`src/rtl/button_driver_if.sv`:
```
// Register-bus bundle for the button driver: strobes, select and data paths.
interface button_driver_if;
  logic        rstrb;
  logic        wstrb;
  logic        sel;
  logic [31:0] wdata;
  logic [31:0] rdata;

  modport master (output rstrb, wstrb, sel, wdata, input rdata);
  modport slave  (input rstrb, wstrb, sel, wdata, output rdata);
endinterface

```
`src/rtl/button_driver.sv`:
```
// Four-button input block: 2-flop synchronizer, per-bit debounce counter,
// sticky write-1-to-clear pressed flags and a level interrupt.
module button_driver #(
  parameter int DEBOUNCE_CYCLES = 100000,
  parameter int CNT_WIDTH       = 20
) (
  input  logic                  clk,
  input  logic                  reset,
  button_driver_if.slave        bus,
  input  logic [3:0]            BUTTONS,
  output logic                  irq
);

  localparam logic [CNT_WIDTH-1:0] CNT_MAX = CNT_WIDTH'(DEBOUNCE_CYCLES - 1);

  logic [3:0]           sync1_q, sync1_d;
  logic [3:0]           sync2_q, sync2_d;
  logic [3:0]           stable_q, stable_d;
  logic [3:0]           pressed_q, pressed_d;
  logic [CNT_WIDTH-1:0] cnt_q [4];
  logic [CNT_WIDTH-1:0] cnt_d [4];
  logic [3:0]           clr;
  logic [3:0]           rose;

  // rstrb and the upper write-data bits carry no meaning for this device
  logic unused_bus;
  assign unused_bus = ^{bus.rstrb, bus.wdata[31:4]};

  always_comb begin
    sync1_d  = BUTTONS;
    sync2_d  = sync1_q;
    stable_d = stable_q;
    cnt_d    = cnt_q;
    for (int unsigned i = 0; i < 4; i++) begin
      if (sync2_q[i] == stable_q[i]) begin
        cnt_d[i] = '0;
      end else if (cnt_q[i] == CNT_MAX) begin
        stable_d[i] = sync2_q[i];
        cnt_d[i]    = '0;
      end else begin
        cnt_d[i] = cnt_q[i] + CNT_WIDTH'(1);
      end
    end
    // a rising edge of stable on the same clock as a clear wins
    clr       = (bus.sel && bus.wstrb) ? bus.wdata[3:0] : '0;
    rose      = stable_d & ~stable_q;
    pressed_d = (pressed_q & ~clr) | rose;
  end

  always_ff @(posedge clk) begin
    if (reset) begin
      sync1_q   <= '0;
      sync2_q   <= '0;
      stable_q  <= '0;
      pressed_q <= '0;
      cnt_q     <= '{default: '0};
    end else begin
      sync1_q   <= sync1_d;
      sync2_q   <= sync2_d;
      stable_q  <= stable_d;
      pressed_q <= pressed_d;
      cnt_q     <= cnt_d;
    end
  end

  assign bus.rdata = bus.sel ? {24'b0, pressed_q, stable_q} : '0;
  assign irq       = |pressed_q;

endmodule

```
`src/flat_wrapper.sv`:
```
// flat-port wrapper written by rule: the top's interface ports become plain ports
module button_driver_flat 
#(
  parameter int DEBOUNCE_CYCLES = 100000,
  parameter int CNT_WIDTH       = 20
)
  (clk, reset, BUTTONS, irq, bus_rstrb, bus_wstrb, bus_sel, bus_wdata, bus_rdata);
  button_driver_if bus_i ();
  input  logic clk;
  input  logic reset;
  input  logic [3:0] BUTTONS;
  output logic irq;
  input wire logic [$bits(bus_i.rstrb)-1:0] bus_rstrb;
  input wire logic [$bits(bus_i.wstrb)-1:0] bus_wstrb;
  input wire logic [$bits(bus_i.sel)-1:0] bus_sel;
  input wire logic [$bits(bus_i.wdata)-1:0] bus_wdata;
  output wire logic [$bits(bus_i.rdata)-1:0] bus_rdata;
  assign bus_i.rstrb = bus_rstrb;
  assign bus_i.wstrb = bus_wstrb;
  assign bus_i.sel = bus_sel;
  assign bus_i.wdata = bus_wdata;
  assign bus_rdata = bus_i.rdata;
  button_driver #(.DEBOUNCE_CYCLES(DEBOUNCE_CYCLES), .CNT_WIDTH(CNT_WIDTH)) u_core (.clk(clk), .reset(reset), .bus(bus_i), .BUTTONS(BUTTONS), .irq(irq));
endmodule
```
`config.mk`:
```
export PLATFORM = sky130hd
export DESIGN_NAME = button_driver_flat
export DESIGN_NICKNAME = d
export VERILOG_FILES = /design/src/rtl/button_driver_if.sv /design/src/rtl/button_driver.sv /design/src/flat_wrapper.sv
export SDC_FILE = /design/constraint.sdc
export NUM_CORES = 1
export LEC_CHECK = 0
export ABC_AREA = 1
export CAP_MARGIN = 25
export CORE_MARGIN = 5
export CORE_UTILIZATION = 35
export DETAILED_ROUTE_END_ITERATION = 6
export HOLD_SLACK_MARGIN = 0.1
export SYNTH_ARGS = -nofsm -noshare
export SYNTH_HDL_FRONTEND = slang
export SYNTH_SLANG_ARGS = --single-unit
```
`constraint.sdc`:
```
create_clock -name clk -period 1.85 [get_ports clk]
set_clock_uncertainty 0.15 [all_clocks]
set_input_delay 0.555 -clock clk [delete_from_list [all_inputs] [get_ports clk]]
set_output_delay 0.555 -clock clk [all_outputs]
set_load 0.01 [all_outputs]
```
==> results of run 1 <==
how the worst max path moves through the flow:
stage | slack, ns | end
after global placement | -0.74 | bus_rdata[3]
after floorplan | 0.18 | bus_rdata[0]
after CTS | -0.21 | irq
final | -0.18 | irq
after detailed placement | -0.74 | bus_rdata[3]
after global routing | -0.24 | irq
worst min-delay path: cells and delay by family (launching register included):
kind	cells	cell delay, ns
buffers and inverters	1	0.04
flip-flops	1	0.30
AND/OR/NAND/NOR	1	0.03
power breakdown:
| group | leakage (nW) | switching (mW) | internal, mW |
|---|---|---|---|
| Clock | 0.136 | 0.772 | 0.939 |
| Combinational | 1.10 | 0.0726 | 0.0552 |
| Sequential | 0.776 | 0.00728 | 2.08 |
| Total | 2.01 | 0.852 | 3.07 |
flip-flops by register name, indices dropped and copies added, names as in the netlist:
signal / flops
u_core.sync2_q: 4
u_core.stable_q: 4
u_core.sync1_q: 4
u_core.cnt_q: 80
u_core.pressed_q: 4
layer usage:
metal | part of all wire, % | track usage [%] | vias up
met1 | 51 | 18.2 | 1992
met3 | 4.0 | 3.81 | 9
li1 | - | - | 2454
met4 | 1.3 | 3.91 | 0
met5 | 0 | 0 | -
met2 | 44 | 21.5 | 59
cell type report:
type	instances	area share, %
flip-flops and latches	96	33.2
repair buffers	46	6.78
clock inverters	4	0.346
multi-input cells	573	46.0
well taps	180	3.89
clock buffers	12	4.26
inverters	85	5.51
synthesized netlist by cell type:
| library cell | instances | share of area [%] |
|---|---|---|
| nand2_1 | 198 | 15 |
| nor2_1 | 160 | 12 |
| dfxtp_1 | 96 | 38 |
| inv_1 | 85 | 6.3 |
| nand3_1 | 44 | 4.4 |
| a21oi_1 | 38 | 3.8 |
| buf_4 | 27 | 4.0 |
| nand4_1 | 21 | 2.6 |
| nor3_1 | 15 | 1.5 |
| xor2_1 | 13 | 2.3 |
| o21ai_0 | 12 | 1.2 |
| xnor2_1 | 9 | 1.6 |
| ha_1 | 4 | 0.99 |
| nor2_2 | 4 | 0.50 |
| or2_0 | 4 | 0.50 |
| or2_2 | 4 | 0.50 |
| a21oi_2 | 3 | 0.52 |
| buf_6 | 3 | 0.67 |
| nor2_4 | 3 | 0.67 |
| clkbuf_1 | 2 | 0.15 |
| nand2_2 | 2 | 0.25 |
| nand3_2 | 2 | 0.40 |
| nand3b_1 | 2 | 0.30 |
| a31oi_1 | 1 | 0.12 |
| and3_1 | 1 | 0.12 |
| conb_1 | 1 | 0.074 |
| nand2_4 | 1 | 0.22 |
| nand3_4 | 1 | 0.35 |
| nand4_2 | 1 | 0.25 |
| nor2b_1 | 1 | 0.12 |
| nor3_2 | 1 | 0.20 |
| o21bai_1 | 1 | 0.15 |
| o21bai_4 | 1 | 0.37 |
| or4_1 | 1 | 0.15 |
stage by stage:
step / setup TNS, ns / cells
2_1_floorplan: 0 / 785
3_3_place_gp: -19.12 / 978
3_5_place_dp: -20.48 / 978
4_1_cts: -0.212 / 995
5_1_grt: -0.241 / 996
6_report: -0.184 / 996
what timing repair did:
action,CTS,global route
gates resized for setup,39,8
cloned,1,1
endpoints found under the setup margin,9,9
pin swaps,1,0
kinds of logic (layout without fill, tap and decap cells):
logic type | Yosys count | after routing | share of synthesized area, %
xor+xnor | 22 | 22 | 3.82
flops | 96 | 96 | 38.1
fa+ha+maj | 4 | 4 | 0.993
buf+inv | 117 | 147 | 11.2
simple gates | 466 | 466 | 39.7
other cells | 1 | 24 | 0.0744
compound gates | 56 | 57 | 6.13
==> out/qor.yml, run 1 <==
status:
  status: "complete, but fails checks"
  violations: "negative setup slack"
power:
  total_power_mw: 3.92
  leakagePower_nw: 2.01
  p_per_area_nw_per_um2: 677
  vdd_drop_max_mv: 0.433
clock_tree:
  cts-root-buf: "clkbuf_16"
  cts_tree: "done"
  postCtsHoldBufs: 0
  cts.sinks: 96
  cts_htree_levels: 3
  cts_setup_buffers: 0
  cts_buffers: 9
  clk_path_buf_depth: 2
  clk_pin_slew_worst_paths_ns: 0.06
  clock_latency_ns: 0.35
synthesis:
  post_synth.cell_area_avg_um2: 6.61
  synthCells: 762
  synth-seq-area-share_pct: 38.1
  yosys_warnings: 0
  ys_types: 34
  syn_area_um2: 5040
  ys_seq_elements: 96
worst_hold_path:
  min_from: "u_core.sync1_q[0]"
  hold_class: "flip-flop to flip-flop"
  holdPathStages: 2
  min_to: "u_core.sync2_q[0]"
setup_path:
  crit_path_end_kind: "primary output"
  cp.depth: 2
  worstPathArrival_ns: 1.33
  path_buf_inv: 1
  reg2reg_from: "u_core.cnt_q[21]"
  r2r_cells: 9
  path_class: "flip-flop to primary output"
  rr_endpoint: "u_core.cnt_q[33]"
  cp-startpoint: "u_core.pressed_q[3]"
  crit_required_ns: 1.14
  worstSetupStartpointType: "flip-flop"
  cp_cell_sequence: "or4_1, buf_2"
  cpPeakStageDelay_ns: 0.52
  critPathTopFamily: "simple AND/OR/NAND/NOR gates"
  crit_fanout: 2
  r2r_slack_ns: 0.21
  cp_slowest_cell: "or4_1"
place:
  placed_area_um2: 5520
  pre_cts_ws_ns: -0.744
  hpwl_mm: 8.25
  gp_congestion: 0.844
  port_buffers: 20
die:
  coreArea_um2: 14000
  die_x_um: 130
  die_area_um2: 16900
  fp-row-count: 43
  ioPinCount: 74
  fp.dieH_um: 130
  start_util_pct: 36.0
cells_and_area:
  nets: 856
  multi_input_area_um2: 2660
  diodes: 0
  final_cell_mix: "nand2_1, nor2_1, dfxtp_1"
  postLayoutCellArea_um2: 5790
  fillers: 1545
  area_delta_synth_final_pct: 14.9
  layout_commonest_cell: "nand2_1"
  ff_latch_area_um2: 1930
  drive_above_1_share_pct: 9.56
  post-route-util_pct: 41.4
routing:
  dr_total_vias: 4514
  drt_iter0_drc: 265
  ant_nets: 0
  dr.pass1.iters: 4
  post_drt_wl_per_cell_um: 11.0
  drc: 0
  vias_per_cell: 4.53
  finalWirelength_mm: 10.9
job:
  max_cap_viol_count: 0
timing:
  period_needed_ns: 2.03
  fin_crit_sh_pct: 110
  fin_ws_ns: -0.184
  setup_viol: 1
  final_hold_viol_count: 0
  drv_slew: 0
  hold_ws_ns: 0.261
  rsz0062_at_grt: "true"
  timing.fmax_mhz: 492
global_route:
  grt_max_degree: 21
  grt_antenna_before_repair: 0
  grt_pass1_wl_mm: 18.6
  overflow: 0
  grt_pass1_vias: 4095
  grt_use_total_pct: 13.6
(Power assumes the default switching activity.)
==> run 2: changes to the inputs <==
==> constraint.sdc (replaced) <==
create_clock -name clk -period 1.85 [get_ports clk]
set_clock_uncertainty 0.15 [all_clocks]
set_input_delay 0.555 -clock clk [delete_from_list [all_inputs] [get_ports clk]]
set_output_delay 0.555 -clock clk [all_outputs]
set_load 0.05 [all_outputs]
==> run 2 against run 1 <==
The run still ends with negative setup slack left. First-iteration DRC count is 18% lower. Combinational power up 63%. Maximum frequency fell by 2.2%. Design area grew 2.6%. Clock power increased by 12%. Sequential power about the same.
==> out/qor.yml, run 2 (synthesized netlist as in run 1, its figures left out) <==
status:
  status: "complete, but fails checks"
  violations: "negative setup slack"
worst_hold_path:
  hold_class: "flip-flop to flip-flop"
  holdPathStages: 2  # unchanged
setup_path:
  cp.depth: 2  # unchanged
  worstSetupStartpointType: "flip-flop"
  cp_cell_sequence: "or4_4, buf_8"
  worstPathArrival_ns: 1.38  # +0.05 ns
  crit_path_end_kind: "primary output"
  critPathTopFamily: "simple AND/OR/NAND/NOR gates"
  crit_fanout: 2  # unchanged
  r2r_slack_ns: 0.17  # -0.04 ns
  cpPeakStageDelay_ns: 0.53  # about the same
  path_buf_inv: 1  # unchanged
  crit_required_ns: 1.14  # about the same
  r2r_cells: 6  # -3
  cp_slowest_cell: "or4_4"
  path_class: "flip-flop to primary output"
clock_tree:
  cts_buffers: 9  # unchanged
  clk_path_buf_depth: 2  # unchanged
  cts_tree: "done"
  cts_htree_levels: 3  # unchanged
  clock_latency_ns: 0.35  # about the same
  clk_pin_slew_worst_paths_ns: 0.06  # about the same
  cts-root-buf: "clkbuf_16"
  cts.sinks: 96  # unchanged
  postCtsHoldBufs: 0  # unchanged
place:
  port_buffers: 20  # unchanged
  placed_cells: 971  # -0.72%
  pre_cts_ws_ns: -0.422  # +0.323 ns
  gp_congestion: 0.844  # about the same
  hpwl_mm: 8.09  # -2.0%
timing:
  drv_slew: 0  # unchanged
  period_needed_ns: 2.08  # +0.0467 ns
  timing.fmax_mhz: 481  # -2.2%
  rsz0062_at_grt: "true"
  final_hold_viol_count: 0  # unchanged
  hold_ws_ns: 0.246  # -0.0142 ns
  fin_ws_ns: -0.231  # -0.0467 ns
  setup_viol: 1  # unchanged
  fin_crit_sh_pct: 112  # +2.5 points
routing:
  finalWirelength_mm: 10.7  # -2.6%
  drc: 0  # unchanged
  drt_iter0_drc: 218  # -18%
  ant_nets: 0  # unchanged
  vias_per_cell: 4.51  # -0.57%
  post_drt_wl_per_cell_um: 10.8  # -1.9%
  dr.pass1.iters: 4  # unchanged
  dr_total_vias: 4452  # -1.4%
global_route:
  grt_antenna_before_repair: 0  # unchanged
  grt_max_degree: 20  # -4.8%
  grt_pass1_wl_mm: 18.9  # +1.4%
  grt_use_total_pct: 13.8  # +0.23 points
  grt_pass1_vias: 4238  # +3.5%
  overflow: 0  # unchanged
power:
  vdd_drop_max_mv: 0.538  # +24%
  total_power_mw: 4.20  # +7.2%
  p_per_area_nw_per_um2: 707  # +4.4%
  leakagePower_nw: 1.99  # -0.83%
cells_and_area:
  diodes: 0  # unchanged
  fillers: 1462  # -5.4%
  layout_commonest_cell: "nand2_1"
  final_cell_mix: "nand2_1, nor2_1, dfxtp_1"
  ff_latch_area_um2: 1930  # unchanged
  finalNonFillerCells: 988  # -0.80%
  largest-register: "u_core.cnt_q"
  largest_register_ffs: 80  # unchanged
  nets: 848  # -0.93%
  multi_input_area_um2: 2680  # +0.66%
  post-route-util_pct: 42.5  # +1.1 points
  area_delta_synth_final_pct: 18.0
  drive_above_1_share_pct: 10.4  # +0.84 points
die:
  coreArea_um2: 14000  # unchanged
  die_area_um2: 16900  # unchanged
  fp.dieH_um: 130  # unchanged
  fp-row-count: 43  # unchanged
  die_x_um: 130  # unchanged
  start_util_pct: 36.0  # unchanged
  ioPinCount: 74  # unchanged
job:
  max_cap_viol_count: 0  # unchanged
-- run 2: cell count changes in the layout (fill, tap and decap cells not counted), moves of 2 or more --
cell	previous run	this run
clkinvlp_4	0	6
inv_1	85	79
nand2_1	198	193
buf_12	2	10
buf_2	9	0
inv_2	0	2
nand2_4	1	5
clkbuf_1	2	0
clkinv_2	4	2
buf_4	24	17
-- run 2: layout make-up --
type	count	area share, %
well taps	180	3.79
repair buffers	39	7.92
clock inverters	5	0.926
clock buffers	11	4.25
flip-flops and latches	96	32.4
inverters	85	5.62
multi-input cells	572	45.1
-- run 2: stage by stage --
step	cell area [um^2]	setup TNS, ns
floorplan	5140	0
global placement	5560	-18.32
detailed placement	5560	-19.93
CTS	5960	-0.251
global route	5940	-0.261
finish	5940	-0.231
-- run 2: tightest hold or removal path, cell delays in order (launching register included) --
cell     delay (ns)
dfxtp_1        0.29
inv_1          0.04
nor2_1         0.03
-- run 2: report_power, final --
group          internal [mW]  switching [mW]  leakage (nW)
combinational         0.0519           0.156          1.07
clock                   1.12           0.797         0.148
sequential              2.08         0.00657         0.776
-- run 2: what timing repair did --
action | 4_1_cts | 5_1_grt
setup buffers | 1 | 0
pin swaps | 1 | 0
cloned | 1 | 0
setup endpoints to repair | 9 | 24
endpoints found under the hold margin | 0 | 0
gates resized for setup | 24 | 3
-- run 2: worst paths after layout --
check | startpoint | end
max | u_core.pressed_q[3] | irq
min | u_core.sync1_q[3] | u_core.sync2_q[3]
max reg2reg | u_core.cnt_q[1] | u_core.cnt_q[19]
min reg2reg | u_core.sync1_q[3] | u_core.sync2_q[3]
-- run 2: layer usage --
metal	GRT usage, %	routed length [um]	vias up
li1	-	-	2434
met3	3.97	442	11
met4	4.65	171	0
met2	22.0	4630	60
met1	18.1	5420	1947
met5	0	0	-
